===== config.mk =====
export PLATFORM = sky130hd
export DESIGN_NAME = multisim_axi_outstanding_limiter
export DESIGN_NICKNAME = d
export VERILOG_FILES = /design/src/rtl/multisim_axi_limiter_pkg.sv /design/src/rtl/multisim_axi_skid.sv /design/src/rtl/multisim_axi_outstanding_limiter.sv
export SDC_FILE = /design/constraint.sdc
export NUM_CORES = 1
export LEC_CHECK = 0
export CAP_MARGIN = 15
export CORE_UTILIZATION = 30
export DETAILED_ROUTE_END_ITERATION = 6
export MAX_ROUTING_LAYER = met4
export PLACE_DENSITY_LB_ADDON = 0.08
export SYNTH_ARGS = -nofsm -noshare
export SYNTH_HDL_FRONTEND = slang
export SYNTH_HIERARCHICAL = 1
export SYNTH_SLANG_ARGS = --single-unit

===== constraint.sdc =====
create_clock -name clk -period 2 [get_ports clk]
set_input_delay 0.3 -clock clk [delete_from_list [all_inputs] [get_ports clk]]
set_output_delay 0.3 -clock clk [all_outputs]
set_load 0.05 [all_outputs]

===== src/rtl/multisim_axi_limiter_pkg.sv =====
// rtl/multisim_axi_limiter_pkg.sv - shared constants and helpers for the AXI outstanding limiter
package multisim_axi_limiter_pkg;

  localparam int SKID_DEPTH = 2;

  function automatic int cnt_width(input int max);
    return $clog2(max + 1);
  endfunction

endpackage


===== src/rtl/multisim_axi_skid.sv =====
// rtl/multisim_axi_skid.sv - two-entry registered skid buffer, one beat per cycle, order preserving
module multisim_axi_skid
  import multisim_axi_limiter_pkg::*;
#(
  parameter int WIDTH = 8
) (
  input  logic             clk,
  input  logic             rst_n,
  input  logic [WIDTH-1:0] in_data,
  input  logic             in_valid,
  output logic             in_ready,
  output logic [WIDTH-1:0] out_data,
  output logic             out_valid,
  input  logic             out_ready
);

  localparam int CW = $clog2(SKID_DEPTH + 1);
  localparam logic [CW-1:0] FULL = CW'(SKID_DEPTH);
  localparam logic [CW-1:0] ONE  = CW'(1);

  logic [CW-1:0]    cnt;
  logic [CW-1:0]    cnt_nxt;
  logic [WIDTH-1:0] head;
  logic [WIDTH-1:0] tail;
  logic             rdy_q;
  logic             push;
  logic             pop;

  assign in_ready  = rdy_q;
  assign out_valid = (cnt != '0);
  assign out_data  = head;
  assign push      = in_valid && rdy_q;
  assign pop       = out_valid && out_ready;

  always_comb begin
    cnt_nxt = cnt;
    if (push && !pop)
      cnt_nxt = cnt + ONE;
    else if (pop && !push)
      cnt_nxt = cnt - ONE;
  end

  // head is only rewritten on a pop or when empty, so it holds steady while stalled
  always_ff @(posedge clk or negedge rst_n) begin
    if (!rst_n) begin
      cnt   <= '0;
      rdy_q <= 1'b0;
      head  <= '0;
      tail  <= '0;
    end else begin
      cnt   <= cnt_nxt;
      rdy_q <= (cnt_nxt != FULL);
      if (pop) begin
        head <= (cnt == FULL) ? tail : in_data;
        if (push)
          tail <= in_data;
      end else if (push) begin
        if (cnt == '0)
          head <= in_data;
        else
          tail <= in_data;
      end
    end
  end

endmodule


===== src/rtl/multisim_axi_outstanding_limiter.sv =====
// rtl/multisim_axi_outstanding_limiter.sv - skid-buffered AXI pass-through capping in-flight reads/writes
// Define MULTISIM_AXI_LIMITER_CHECK_EN to build the sticky o_err protocol monitor.
module multisim_axi_outstanding_limiter
  import multisim_axi_limiter_pkg::*;
#(
  parameter int AW_WIDTH           = 64,
  parameter int W_WIDTH            = 73,
  parameter int B_WIDTH            = 6,
  parameter int AR_WIDTH           = 64,
  parameter int R_WIDTH            = 71,
  parameter int R_LAST_BIT         = 0,
  parameter int MAX_WR_OUTSTANDING = 4,
  parameter int MAX_RD_OUTSTANDING = 4
) (
  input  logic                clk,
  input  logic                rst_n,
  input  logic [AW_WIDTH-1:0] i_axi_s_aw,
  input  logic                i_axi_s_awvalid,
  output logic                o_axi_s_awready,
  input  logic [W_WIDTH-1:0]  i_axi_s_w,
  input  logic                i_axi_s_wvalid,
  output logic                o_axi_s_wready,
  output logic [B_WIDTH-1:0]  o_axi_s_b,
  output logic                o_axi_s_bvalid,
  input  logic                i_axi_s_bready,
  input  logic [AR_WIDTH-1:0] i_axi_s_ar,
  input  logic                i_axi_s_arvalid,
  output logic                o_axi_s_arready,
  output logic [R_WIDTH-1:0]  o_axi_s_r,
  output logic                o_axi_s_rvalid,
  input  logic                i_axi_s_rready,
  output logic [AW_WIDTH-1:0] o_axi_m_aw,
  output logic                o_axi_m_awvalid,
  input  logic                i_axi_m_awready,
  output logic [W_WIDTH-1:0]  o_axi_m_w,
  output logic                o_axi_m_wvalid,
  input  logic                i_axi_m_wready,
  input  logic [B_WIDTH-1:0]  i_axi_m_b,
  input  logic                i_axi_m_bvalid,
  output logic                o_axi_m_bready,
  output logic [AR_WIDTH-1:0] o_axi_m_ar,
  output logic                o_axi_m_arvalid,
  input  logic                i_axi_m_arready,
  input  logic [R_WIDTH-1:0]  i_axi_m_r,
  input  logic                i_axi_m_rvalid,
  output logic                o_axi_m_rready,
  output logic                o_err
);

  localparam int WCW = cnt_width(MAX_WR_OUTSTANDING);
  localparam int RCW = cnt_width(MAX_RD_OUTSTANDING);
  localparam logic [WCW-1:0] WR_MAX = WCW'(MAX_WR_OUTSTANDING);
  localparam logic [RCW-1:0] RD_MAX = RCW'(MAX_RD_OUTSTANDING);
  localparam logic [WCW-1:0] WR_ONE = WCW'(1);
  localparam logic [RCW-1:0] RD_ONE = RCW'(1);

  logic [WCW-1:0] wr_cnt;
  logic [RCW-1:0] rd_cnt;
  logic aw_vld, ar_vld, wr_open, rd_open;
  logic aw_hs, ar_hs, b_hs, r_last_hs, wr_udf, rd_udf;

  assign wr_open         = (wr_cnt != WR_MAX);
  assign rd_open         = (rd_cnt != RD_MAX);
  assign o_axi_m_awvalid = aw_vld && wr_open;
  assign o_axi_m_arvalid = ar_vld && rd_open;

  multisim_axi_skid #(.WIDTH(AW_WIDTH)) u_aw (
    .clk(clk), .rst_n(rst_n),
    .in_data(i_axi_s_aw), .in_valid(i_axi_s_awvalid), .in_ready(o_axi_s_awready),
    .out_data(o_axi_m_aw), .out_valid(aw_vld), .out_ready(i_axi_m_awready && wr_open)
  );

  multisim_axi_skid #(.WIDTH(W_WIDTH)) u_w (
    .clk(clk), .rst_n(rst_n),
    .in_data(i_axi_s_w), .in_valid(i_axi_s_wvalid), .in_ready(o_axi_s_wready),
    .out_data(o_axi_m_w), .out_valid(o_axi_m_wvalid), .out_ready(i_axi_m_wready)
  );

  multisim_axi_skid #(.WIDTH(B_WIDTH)) u_b (
    .clk(clk), .rst_n(rst_n),
    .in_data(i_axi_m_b), .in_valid(i_axi_m_bvalid), .in_ready(o_axi_m_bready),
    .out_data(o_axi_s_b), .out_valid(o_axi_s_bvalid), .out_ready(i_axi_s_bready)
  );

  multisim_axi_skid #(.WIDTH(AR_WIDTH)) u_ar (
    .clk(clk), .rst_n(rst_n),
    .in_data(i_axi_s_ar), .in_valid(i_axi_s_arvalid), .in_ready(o_axi_s_arready),
    .out_data(o_axi_m_ar), .out_valid(ar_vld), .out_ready(i_axi_m_arready && rd_open)
  );

  multisim_axi_skid #(.WIDTH(R_WIDTH)) u_r (
    .clk(clk), .rst_n(rst_n),
    .in_data(i_axi_m_r), .in_valid(i_axi_m_rvalid), .in_ready(o_axi_m_rready),
    .out_data(o_axi_s_r), .out_valid(o_axi_s_rvalid), .out_ready(i_axi_s_rready)
  );

  assign aw_hs     = o_axi_m_awvalid && i_axi_m_awready;
  assign ar_hs     = o_axi_m_arvalid && i_axi_m_arready;
  assign b_hs      = i_axi_m_bvalid && o_axi_m_bready;
  assign r_last_hs = i_axi_m_rvalid && o_axi_m_rready && i_axi_m_r[R_LAST_BIT];
  assign wr_udf    = b_hs && !aw_hs && (wr_cnt == '0);
  assign rd_udf    = r_last_hs && !ar_hs && (rd_cnt == '0);

  // a response arriving with nothing outstanding saturates at zero rather than wrapping
  always_ff @(posedge clk or negedge rst_n) begin
    if (!rst_n) begin
      wr_cnt <= '0;
      rd_cnt <= '0;
    end else begin
      if (aw_hs && !b_hs)
        wr_cnt <= wr_cnt + WR_ONE;
      else if (b_hs && !aw_hs && !wr_udf)
        wr_cnt <= wr_cnt - WR_ONE;
      if (ar_hs && !r_last_hs)
        rd_cnt <= rd_cnt + RD_ONE;
      else if (r_last_hs && !ar_hs && !rd_udf)
        rd_cnt <= rd_cnt - RD_ONE;
    end
  end

`ifdef MULTISIM_AXI_LIMITER_CHECK_EN
  logic                err_q;
  logic [4:0]          pend_q;
  logic [4:0]          viol;
  logic [AW_WIDTH-1:0] aw_prev;
  logic [W_WIDTH-1:0]  w_prev;
  logic [B_WIDTH-1:0]  b_prev;
  logic [AR_WIDTH-1:0] ar_prev;
  logic [R_WIDTH-1:0]  r_prev;

  // a beat offered last cycle without ready must reappear unchanged this cycle
  always_comb begin
    viol    = '0;
    viol[0] = pend_q[0] && (!o_axi_m_awvalid || (o_axi_m_aw != aw_prev));
    viol[1] = pend_q[1] && (!o_axi_m_wvalid || (o_axi_m_w != w_prev));
    viol[2] = pend_q[2] && (!i_axi_m_bvalid || (i_axi_m_b != b_prev));
    viol[3] = pend_q[3] && (!o_axi_m_arvalid || (o_axi_m_ar != ar_prev));
    viol[4] = pend_q[4] && (!i_axi_m_rvalid || (i_axi_m_r != r_prev));
  end

  always_ff @(posedge clk or negedge rst_n) begin
    if (!rst_n) begin
      err_q   <= 1'b0;
      pend_q  <= '0;
      aw_prev <= '0;
      w_prev  <= '0;
      b_prev  <= '0;
      ar_prev <= '0;
      r_prev  <= '0;
    end else begin
      pend_q  <= {i_axi_m_rvalid && !o_axi_m_rready, o_axi_m_arvalid && !i_axi_m_arready,
                  i_axi_m_bvalid && !o_axi_m_bready, o_axi_m_wvalid && !i_axi_m_wready,
                  o_axi_m_awvalid && !i_axi_m_awready};
      aw_prev <= o_axi_m_aw;
      w_prev  <= o_axi_m_w;
      b_prev  <= i_axi_m_b;
      ar_prev <= o_axi_m_ar;
      r_prev  <= i_axi_m_r;
      if (wr_udf || rd_udf || (viol != '0))
        err_q <= 1'b1;
      if (wr_udf)  $error("multisim_axi_outstanding_limiter: B underflow");
      if (rd_udf)  $error("multisim_axi_outstanding_limiter: R underflow");
      if (viol[0]) $error("multisim_axi_outstanding_limiter: AW unstable before ready");
      if (viol[1]) $error("multisim_axi_outstanding_limiter: W unstable before ready");
      if (viol[2]) $error("multisim_axi_outstanding_limiter: B unstable before ready");
      if (viol[3]) $error("multisim_axi_outstanding_limiter: AR unstable before ready");
      if (viol[4]) $error("multisim_axi_outstanding_limiter: R unstable before ready");
    end
  end

  assign o_err = err_q;
`else
  assign o_err = 1'b0;
`endif

endmodule


==> reports/metrics.yaml <==
die_width_um: 297.2
synth_top_area_cell: "dfrtp_1"
viasPerCell: 4.986
detail_route.wl_per_cell_um: 23.33
synth_edf_count: 0
synth_flop_cell: "dfrtp_1"
grt_most_used_layer: "met2"
rows: 107
clk_pin_slew_ns: 0.05
grt_util_met2_pct: 30.82
via_count: 17890
worst_slack_ns: 0.06141
ys_ff_latch: 577
globalplace.congestion: 0.8226
cp_data_required_time_ns: 2.46
grt_start_max_net_pins: 72
track_usage_pct: 19.27
path_max_fanout: 5
post-dp-hpwl_um: 55490
final_cell_mix: "dfrtp_1 (577), clkdlybuf4s50_1 (288), or3_1 (272), o221a_2 (272), mux2_4 (266)"
first_iter_violations: 1064
h-tree-depth: 3
fin_skew_ns: 0.02813
crit_family: "compound AO/OA/AOI/OAI gates"
slew_headroom_pct: 54.85
antenna_found_initial: 26
hold_viol_final: 0
grt_use_met3_pct: 4.638
setup.worst_path.end_class: "register"
avgSynthCellArea_um2: 14.90
rsz0062_at_grt: "true"
max-vdd-ir-drop_mv: 0.8390
crit_buf_inv: 2
first_pass_iters: 5
core_mm2: 0.08568
clock-root-buffer: "clkbuf_16"
worst_hold_path_type: "in2async"
synth_top_area_share_pct: 55.23
ios: 579
pwr-share-comb_pct: 51.5
period_minus_slack_ns: 1.939
yosysUniqueCellTypes: 58
grt_pass1_wl_um: 128500
synth_nets: 2062
dieArea_mm2: 0.08832
max_stage_delay_ns: 0.41
wl_um: 83690
critical_path.slowest_cell: "fa_2"
drv_cap: 0
die_y_um: 297.2
switching_share_pct: 41.72
fin_nets: 2670
clk_latency_ns: 0.60
synthArstFlopShare_pct: 100.0
grt.overflow.total: 0
synth_area_mm2: 0.02614
leakagePower_nw: 15.42
syn_inst: 1755
cts.sinks: 577
ys_seq_area_share_pct: 55.23
power_frac_clock_pct: 18.6
critical_path.cell_chain: "inv_2 > ha_4 > inv_8 > nand2_4 > a221o_1 > fa_2 > o22a_1 > o22a_1"
port_buffers: 577
slew_violations: 0
drc_errors: 0
cts_tree: "built"
cts_buffers: 71
power.density_mw_per_mm2: 1987
p_seq_share_pct: 30.0
status: "complete, no violations"
yosys-top-cells-area: "dfrtp_1 (55%), mux2_4 (15%), o221a_2 (12%), or3_1 (6.5%), buf_12 (2.0%)"
hold_ws_ns: 0.2983
mostFrequentLayoutCell: "dfrtp_1"
syn_to_final_growth_pct: 35.91
nFillCells: 8018
p_int_mw: 41.13
dpl_worst_slack_ns: -0.3060
critPathKind: "reg2reg"
grt_pass1_vias: 19570
switchingPower_mw: 29.45
use_met1_pct: 23.34
cp.arrival_ns: 2.40
start_kind: "register"
drive_above_1_share_pct: 36.85
fin_crit_sh_pct: 96.93
ctsLongestPathBuffers: 3
antenna_left: 0
finalSetupViolations: 0
path_common_cell: "o22a_1"
yosys_warnings: 6
max_freq_mhz: 515.8
tightest_slew_ns: 0.6773
start_util_pct: 30.51
==> flip-flops by register name, indices dropped and copies added, names as in the netlist, 2 cells and up <==
register / cells
u_w/out_data: 73
u_w/tail: 73
u_r/out_data: 71
u_r/tail: 71
u_ar/out_data: 64
u_ar/tail: 64
u_aw/out_data: 64
u_aw/tail: 64
u_b/out_data: 6
u_b/tail: 6
rd_cnt: 3
wr_cnt: 3
u_ar/cnt: 2
u_aw/cnt: 2
u_b/cnt: 2
u_r/cnt: 2
u_w/cnt: 2
==> final cells by class <==
type	count	area, um^2	area share, %
diodes	25	62.56	0.1761
clock buffers	109	2151	6.054
clock inverters	19	224.0	0.6304
inverters	19	78.83	0.2219
multi-input cells	1006	10400	29.28
flip-flops and latches	577	14440	40.64
well taps	1144	1431	4.029
repair buffers	688	6741	18.97
==> per-layer routing <==
layer | share of wire [%] | vias up
met5 | 0 | -
met4 | 3.2 | 0
met3 | 5.6 | 140
met2 | 49 | 490
met1 | 42 | 9250
li1 | - | 8006
==> synth_stat cells, types with 3 or more instances <==
cell	count
o21ai_0	19
mux2i_1	12
nand2_1	22
a21oi_4	4
o221a_2	272
xnor2_1	7
mux2_4	266
buf_12	26
o211ai_1	8
buf_4	6
dfrtp_1	577
a21oi_1	9
buf_6	29
or3_1	272
mux2_2	13
nor2_1	13
nor2b_1	3
a2bb2oi_1	4
buf_2	26
buf_8	6
buf_1	8
and3_4	3
ha_1	15
clkbuf_1	52
inv_1	19
or2_1	5
nand2_2	9
xor2_1	6
a211oi_1	5
nor3_1	4
==> repair_timing <==
| action | in CTS | in global routing |
|---|---|---|
| setup buffers | 5 | 4 |
| resized for setup | 235 | 6 |
| endpoints found under the hold margin | 32 | 0 |
| setup endpoints to repair | 229 | 48 |
| pin swaps | 0 | 5 |
| hold buffers | 1 | 0 |
==> power by group through the flow <==
stage	sequential, mW	clock [mW]	combinational [mW]
3_3_place_gp	21.1	0	37.3
3_5_place_dp	21.2	0	37.8
4_1_cts	21.1	13.6	36.6
6_report	21.1	13.1	36.3
2_1_floorplan	30.4	0	16.8
5_1_grt	21.9	14.0	38.3
==> per-stage QoR <==
step / area (um^2) / instances / total power [mW] / utilization [%] / TNS, ns
after floorplan: 26160 / 1755 / 47.24 / - / 0
after global placement: 33240 / 3424 / 58.49 / 38.79 / -18.35
after detailed placement: 33240 / 3424 / 59.03 / 38.79 / -19.76
after CTS: 35420 / 3558 / 71.26 / 41.34 / 0
after global routing: 35530 / 3587 / 74.14 / 41.47 / -0.01823
final: 35530 / 3587 / 70.58 / 41.47 / 0
==> cell families after synthesis <==
family          count (synthesis)  synth area share, %
flops                         577                55.23
simple gates                  351                8.285
compound gates                333                13.47
mux                           291                16.30
buf+inv                       172                5.389
fa+ha+maj                      17               0.8711
xor+xnor                       13               0.4356
other cells                     1              0.01435
==> path summary, 6_finish.rpt <==
| check | start | end | slack, ns | cells past startpoint |
|---|---|---|---|---|
| max in group asynchronous | rst_n | u_ar/out_data[26]$_DFFE_PN0P_ | 0.87 | 3 |
| min reg2reg | u_ar/tail[55]$_DFFE_PN0P_ | u_ar/tail[55]$_DFFE_PN0P_ | 0.51 | 1 |
| max reg2reg | u_aw/cnt[0]$_DFF_PN0_ | wr_cnt[2]$_DFFE_PN0P_ | 0.06 | 8 |
| max | u_aw/cnt[0]$_DFF_PN0_ | wr_cnt[2]$_DFFE_PN0P_ | 0.06 | 8 |
| min in group clk | i_axi_m_r[32] | u_r/tail[32]$_DFFE_PN0P_ | 0.34 | 2 |
| min | rst_n | u_aw/tail[18]$_DFFE_PN0P_ | 0.30 | 2 |
Power figures use the tool's default switching activity.
